==> src/rtl/adder_rd32.sv <==
// adder_rd32
//   32-bit two's-complement adder. The carry-in and carry-out are ASCII status
//   characters ("k" = kill, "g" = generate, "p" = propagate). Carries are
//   resolved by a recursive-doubling (Kogge-Stone style) lookahead network
//   over per-bit kill/generate/propagate states. The result is registered,
//   giving one cycle of latency at full throughput.
//
// Ports
//   clk   : rising-edge clock
//   reset : synchronous, active-high; loads s = 0 and xout = "k"
//   a, b  : 32-bit signed operands
//   xin   : carry-in character; only "g" means carry 1, anything else is 0
//   s     : registered 32-bit sum (wraps, no overflow flag)
//   xout  : registered carry-out of bit 31, "g" or "k"
module adder_rd32 (
  input  logic               clk,
  input  logic               reset,
  input  logic signed [31:0] a,
  input  logic signed [31:0] b,
  input  logic        [7:0]  xin,
  output logic signed [31:0] s,
  output logic        [7:0]  xout
);

  localparam logic [7:0] CHAR_K = 8'h6B;
  localparam logic [7:0] CHAR_G = 8'h67;

  // 2-bit carry-state codes
  localparam logic [1:0] ST_K = 2'b00;
  localparam logic [1:0] ST_P = 2'b01;
  localparam logic [1:0] ST_G = 2'b11;

  localparam int LEVELS = 5;

  // Carry-in node: only "g" generates. "p" and every other code resolve to
  // kill, so an unexpected xin can never leave the chain unresolved.
  logic [1:0] cin_node;
  assign cin_node = (xin == CHAR_G) ? ST_G : ST_K;

  // lvl[0] holds the per-bit states with the carry-in already folded into
  // bit 0. Each later level doubles the span that has been resolved.
  // After the final level, lvl[LEVELS][i] is the carry out of bit i.
  logic [31:0][1:0] lvl [0:LEVELS];

  genvar gi, gl;

  generate
    for (gi = 0; gi < 32; gi++) begin : g_bit_state
      logic [1:0] st;
      always_comb begin
        st = ST_P;
        if (!a[gi] && !b[gi]) st = ST_K;
        else if (a[gi] && b[gi]) st = ST_G;
      end
      if (gi == 0) begin : g_fold_cin
        // Bit 0 combines with the carry-in node at level 0.
        assign lvl[0][gi] = (st == ST_P) ? cin_node : st;
      end else begin : g_plain
        assign lvl[0][gi] = st;
      end
    end

    for (gl = 0; gl < LEVELS; gl++) begin : g_level
      for (gi = 0; gi < 32; gi++) begin : g_node
        if (gi >= (1 << gl)) begin : g_combine
          // A propagating node takes its value from the node 'span' below;
          // a kill or generate node already knows its carry.
          assign lvl[gl+1][gi] = (lvl[gl][gi] == ST_P) ? lvl[gl][gi-(1<<gl)]
                                                       : lvl[gl][gi];
        end else begin : g_pass
          assign lvl[gl+1][gi] = lvl[gl][gi];
        end
      end
    end
  endgenerate

  // Carry into bit i: the carry-in for bit 0, otherwise the resolved carry
  // out of bit i-1. Resolved nodes are k (00) or g (11), so bit 0 of the
  // code is the carry value.
  logic [31:0] carry_in_vec;
  generate
    for (gi = 0; gi < 32; gi++) begin : g_carry
      if (gi == 0) begin : g_c0
        assign carry_in_vec[gi] = cin_node[0];
      end else begin : g_ci
        assign carry_in_vec[gi] = lvl[LEVELS][gi-1][0];
      end
    end
  endgenerate

  logic signed [31:0] s_next;
  logic        [7:0]  xout_next;

  assign s_next    = a ^ b ^ carry_in_vec;
  assign xout_next = lvl[LEVELS][31][0] ? CHAR_G : CHAR_K;

  logic signed [31:0] s_reg;
  logic        [7:0]  xout_reg;

  always_ff @(posedge clk) begin
    if (reset) begin
      s_reg    <= '0;
      xout_reg <= CHAR_K;
    end else begin
      s_reg    <= s_next;
      xout_reg <= xout_next;
    end
  end

  assign s    = s_reg;
  assign xout = xout_reg;

endmodule

==> config.mk <==
export PLATFORM = sky130hd
export DESIGN_NAME = adder_rd32
export DESIGN_NICKNAME = d
export VERILOG_FILES = /design/src/rtl/adder_rd32.sv
export SDC_FILE = /design/constraint.sdc
export NUM_CORES = 1
export LEC_CHECK = 0
export ABC_AREA = 1
export CAP_MARGIN = 0
export CORE_UTILIZATION = 48
export DETAILED_ROUTE_END_ITERATION = 12
export PLACE_DENSITY = 0.85
export REMOVE_ABC_BUFFERS = 1
export SYNTH_ARGS = -nofsm -noshare
export SYNTH_HDL_FRONTEND = slang
export SYNTH_SLANG_ARGS = --single-unit
==> constraint.sdc <==
create_clock -name clk -period 4.1 [get_ports clk]
set_clock_uncertainty 0.15 [all_clocks]
set_input_delay 0.615 -clock clk [delete_from_list [all_inputs] [get_ports clk]]
set_output_delay 0.615 -clock clk [all_outputs]
set_load 0.02 [all_outputs]
==> results of run 1 <==
[stage by stage]
step	hold WS, ns	std cells
after floorplan	0.534	726
after global routing	0.941	950
after detailed placement	1.21	942
after CTS	0.906	950
after global placement	1.20	942
final	0.905	950
[power breakdown]
part,switching (mW),internal [mW]
Clock,0.139,0.136
Combinational,0.534,0.354
Sequential,0.0166,0.380
[cells by family (layout without fill, tap and decap cells)]
logic type | count (synthesis) | count (layout) | share of synthesized area, %
AO/OA/AOI/OAI | 188 | 188 | 24.9
AND/OR/NAND/NOR | 257 | 257 | 23.9
other | 2 | 6 | 0.173
flip-flops | 34 | 34 | 15.6
adder cells (fa/ha/maj) | 64 | 64 | 18.8
buffers and inverters | 186 | 293 | 16.6
[layout make-up]
type                    count  area (sq um)  area share (%)
clock buffers               7          86.3            1.54
well taps                 108           135            2.41
inverters                 177           664            11.8
clock inverters             1          5.00          0.0892
flip-flops and latches     34           681            12.1
repair buffers            108          1080            19.2
multi-input cells         515          2960            52.8
[Yosys cell counts, types with 3 or more instances]
master    number  area (sq um)
nor2_1        53           199
buf_4          6          45.0
a21oi_1       63           315
o21ai_2       13           114
dfxtp_1       34           681
o21bai_1       4          30.0
nand4_1        5          31.3
ha_1          62           776
inv_2         11          41.3
nand3_1       33           165
nand2_1      156           586
o21ai_0       52           260
nor3_1         3          15.0
o21ai_1       33           165
a21oi_2       11          96.3
inv_1        166           623
o21a_1        10          75.1
[path summary, 6_finish.rpt]
path                    from  endpoint  depth (start not counted)
worst min-delay path   reset      s[1]                          3
worst max-delay path  xin[7]     s[24]                         15
[critical path, cell delays in order]
cell             delay (ns)
clkdlybuf4s50_1        0.45
inv_1                  0.04
nand4_1                0.05
nor4_1                 0.06
fa_1                   0.43
fa_1                   0.45
o21ai_2                0.25
nand2_1                0.08
nand2_1                0.09
nand3_1                0.07
nand2_1                0.14
nand2_1                0.08
nand3_1                0.08
nand2_1                0.06
nor2_1                 0.11
[layer usage]
metal / routed length [um] / GRT usage (%) / vias to the layer above / share of wire (%)
met2: 5420 / 42.8 / 196 / 46
met1: 5240 / 31.7 / 2102 / 45
met3: 857 / 3.24 / 16 / 7.3
li1: - / - / 2506 / -
met5: 0 / 0 / - / 0
met4: 156 / 6.31 / 0 / 1.3
==> results.md, run 1 <==
* DIE WIDTH at between 90 and 100 um
* Kind of critical path: input port to flop
* Setup TNS at 0 ns
* Final worst slack at 1.13 ns
* Worst path arrival time at 3.06 ns
* Slew margin rel. at 52.9%
* # rows at 34
* CORE AREA at approximately 0.0088 sq mm
* Post-route ant nets at 0
* Post-CTS sizing at 0
* Port bufs at 107
* Placement Setup Slack at 0.830 ns
* CP max FO at 4
* Residual DRC at 0
* Final Slew Violations at 0
* Fmax at between 300 and 400 MHz
* Commonest cells after routing, fill and taps aside: inv_1, nand2_1, clkdlybuf4s50_1
* Final Util at 64.0%
* Crit. End Element: flop
* Peak VDD IR at ~150 uV
* First-pass GRT wire length at 19,000 um
* Ys Warns at 0
* Cell Area, Placed at approximately 0.0055 sq mm
* Clock Tree Buf Depth at 2
* Number of post-CTS setup repair buffers at 0
* DIE AREA at ~0.0094 sq mm
* Vias in the first global route at roughly 4,200
* Final HPWL DP at about 10000 um
* Vias at between 4,000 and 5,000
* Vias per cell at 5.07
* Clock sinks at 34
* Starting Density at approximately 50%
* #FFs+latches synth at 34
* Max-Cap Viols at 0
* Mapped Cells at roughly 730
* TritonCTS clock tree: yes
* Async S/R FF share, synth at 0%
* RSZ-0062 raised after global routing: false
* Top_reg_cell synth: dfxtp_1
* Largest net degree at the start of global routing at 22
* Number of synthesized flops with an enable pin at 0
* Leakage power at slightly below 3 nW
* Clk root buf: clkbuf_8
* Status: complete, no violations
* Cts bufs inserted at 5
* Max reg flops at 32
* Netlist Area Pre-Place at between 0.004 and 0.005 sq mm
* Synth unique cells at 28
* Die height at between 90 and 100 um
* PwrDens at between 200 and 300 mW/mm^2
* Setup Viol. Count Final at 0
* Fillcell total at between 800 and 900
* Gr ovfl total at 0
* Worst Max-Slew Pin Slew at approximately 0.71 ns
* Sequential cell area fraction in the yosys report at approximately 16%
* Mapped Avg Cell Area at just under 6 sq um
* Fin nets at approximately 980
* Fin. Hold Viols at 0
* Share of post-route cells with drive strength above 1 at under 10%
* GP Congestion at between 0.9 and 1
* Tot Pwr at 1.56 mW
* I/O Pins at 114
* Htree depth at 2
* Hold Path Class: input port to flop
* Initial antenna violation count at 0
* Post-Route WL at ~12,000 um
* Period utilization at approximately 72%
* Commonest non-fill, non-tap cell in the layout: inv_1
* Clock transition at path regs at about 0.090 ns
* Tmin final at a little under 3 ns
* Layout area overhead at 29.0%
* CP Launch Type: input port
* Final Cell Area at between 0.005 and 0.006 sq mm
* CP required at approximately 4.2 ns
* DRT iter0 DRCs at approximately 300
* Hold Buf Count CTS at 0
* Drt wl/cell at about 12 um
* Detailed Routing Iterations Pass 1 at 7
* Total track usage at approximately 25%
* Antenna diodes at 0
Power figures use the tool's default switching activity.
==> run 2: changes to the inputs <==
Clock period 4.1 ns to 2.88 ns, I/O delays scaled along.
==> results.md, run 2 (synthesized netlist as in run 1, its figures left out) <==
* CP Launch Type: input port
* Final worst slack at 0.210 ns (-0.919 ns)
* Cts bufs inserted at 5 (unchanged)
* Fin nets at 1,002 (+2.3%)
* Htree depth at 2 (unchanged)
* Cell Area, Placed at 0.00569 sq mm (+3.1%)
* Largest net degree at the start of global routing at 15 (-32%)
* Initial antenna violation count at 0 (unchanged)
* Hold Buf Count CTS at 0 (unchanged)
* Setup Viol. Count Final at 0 (unchanged)
* CP required at 2.94 ns (-1.25 ns)
* Final HPWL DP at 9960 um (+0.93%)
* Logic pwr share at 56.1% (-0.8 points)
* Period utilization at ~93%
* Leakage power at 3.03 nW (+3.9%)
* Die height at 97.2 um (unchanged)
* Crit path top cell by count: nand2_1
* Peak VDD IR at 283 uV (+93%)
* Hold Path Stages at 3 (unchanged)
* Psw at 0.987 mW (+43%)
* TritonCTS clock tree: yes
* Post-route ant nets at 0 (unchanged)
* CP max stage cell: clkdlybuf4s50_1
* WHS at 0.789 ns (-0.116 ns)
* Kind of critical path: input port to flop
* Final Slew Violations at 0 (unchanged)
* Detailed Routing Iterations Pass 1 at 5 (-2)
* Worst-path cell chain: clkdlybuf4s50_1 -> inv_1 -> nand4_1 -> nor4_1 -> fa_1 -> fa_1 -> o21ai_2 -> nand2_1 -> nand2_1 -> nand3_1 -> nand2_1 -> nand2_1 -> a21oi_1 -> nor2_1
* Commonest non-fill, non-tap cell in the layout: inv_1
* First-pass GRT wire length at 19,600 um (+2.9%)
* Share of post-route cells with drive strength above 1 at 8.32% (+2.6 points)
* Setup TNS at 0 ns (unchanged)
* Placement Setup Slack at -0.112 ns (-0.942 ns)
* Crit-path max cell delay at 0.46 ns (about the same)
* CORE AREA at 0.00876 sq mm (unchanged)
* DIE WIDTH at 97.2 um (unchanged)
* CP max FO at 4 (unchanged)
* Worst path arrival time at 2.73 ns (-0.33 ns)
* Commonest cells after routing, fill and taps aside: inv_1, nand2_1, clkdlybuf4s50_1
* Fmax at 375 MHz
* P_int at 1.35 mW (+55%)
* Switching Fraction at 42.2% (-2.0 points)
* Number of post-CTS setup repair buffers at 0 (unchanged)
* Drt wl/cell at 11.8 um (-3.9%)
* I/O Pins at 114 (unchanged)
* Fin. Hold Viols at 0 (unchanged)
* Final Util at 66.3% (+2.2 points)
* Sequential power share at 24.1% (-1.3 points)
* Placed Cells at 965 (+2.4%)
* Post-Route WL at 11,500 um (-1.5%)
* Residual DRC at 0 (unchanged)
* Clock transition at path regs at 0.09 ns (about the same)
* Vias at 4,835 (+0.31%)
* Clock sinks at 34 (unchanged)
* Starting Density at 49.6% (unchanged)
* Clk root buf: clkbuf_8
* Vias per cell at 4.97 (-2.1%)
* Tot Pwr at 2.34 mW (+50%)
* DIE AREA at 0.00945 sq mm (unchanged)
* Port bufs at 107 (unchanged)
* Clk pwr share at 19.8% (+2.2 points)
* Hold Path Class: input port to flop
* Crit. End Element: flop
* # rows at 34 (unchanged)
* PwrDens at 403 mW/mm^2 (+45%)
* RSZ-0062 raised after global routing: false
* GR Layer Usage met3 at 3.96% (+0.72 points)
* Gr ovfl total at 0 (unchanged)
* Tmin final at approximately 2.7 ns
* Hold path endpoint: s[22]
* Status: complete, no violations
* Final Cell Area at 0.00581 sq mm (+3.5%)
* GP Congestion at 0.924 (-7.2%)
* Most Crowded Layer GR: met2
* HP Start: reset
* Met2 GRT Util at 41.7% (-1.1 points)
* DRT iter0 DRCs at 227 (-24%)
* Vias in the first global route at 4,384 (+4.1%)
* Met1 Use GR at 33.8% (+2.1 points)
* Max-Cap Viols at 0 (unchanged)
* Clock Tree Buf Depth at 2 (unchanged)
* Total track usage at 25.2% (+0.64 points)
* Post-CTS sizing at 0 (unchanged)
* Max reg flops at 32 (unchanged)
* Non-Filler Instances at 973 (+2.4%)
* Antenna diodes at 0 (unchanged)
* Layout area overhead at 33.5%
[run 2: cell count changes in the layout (fill, tap and decap cells not counted)]
cell        change
buf_4          +23
clkinv_2        -1
clkbuf_1        -1
bufinv_16       +1
clkbuf_8        -1
clkinvlp_4      +2
[run 2: cell type report]
cell class	instances	area [sq um]
tap	108	135
sequential	34	681
clock inverter	3	45.0
timing repair buffer	131	1250
clock buffer	5	68.8
multi-input combinational	515	2960
inverter	177	664
fill	795	2960
[run 2: power by group through the flow]
stage / Sequential [mW] / Clock (mW) / Combinational (mW)
after floorplan: 0.661 / 0 / 0.708
after global placement: 0.574 / 0 / 1.28
after detailed placement: 0.575 / 0 / 1.29
after CTS: 0.565 / 0.469 / 1.30
after global routing: 0.570 / 0.495 / 1.46
final: 0.564 / 0.463 / 1.31
[run 2: worst max path at each step]
| stage | startpoint | endpoint | cells past startpoint |
|---|---|---|---|
| 6_report | xin[7] | s[24] | 14 |
| 5_1_grt | xin[7] | s[24] | 14 |
| 4_1_cts | xin[7] | s[24] | 14 |
| 3_5_place_dp | xin[7] | s[24] | 14 |
| 3_3_place_gp | xin[7] | s[24] | 14 |
| 2_1_floorplan | xin[7] | s[24] | 13 |
[run 2: per-layer routing]
metal	vias to the layer above	routed length [um]
li1	2555	-
met1	2088	5370
met2	174	5090
met3	18	816
met4	0	217
met5	-	0
[run 2: critical path, delay by kind of cell]
| family | cells | cell delay [ns] |
|---|---|---|
| fa+ha+maj | 2 | 0.85 |
| buf+inv | 2 | 0.50 |
| simple gates | 8 | 0.60 |
| compound gates | 2 | 0.34 |
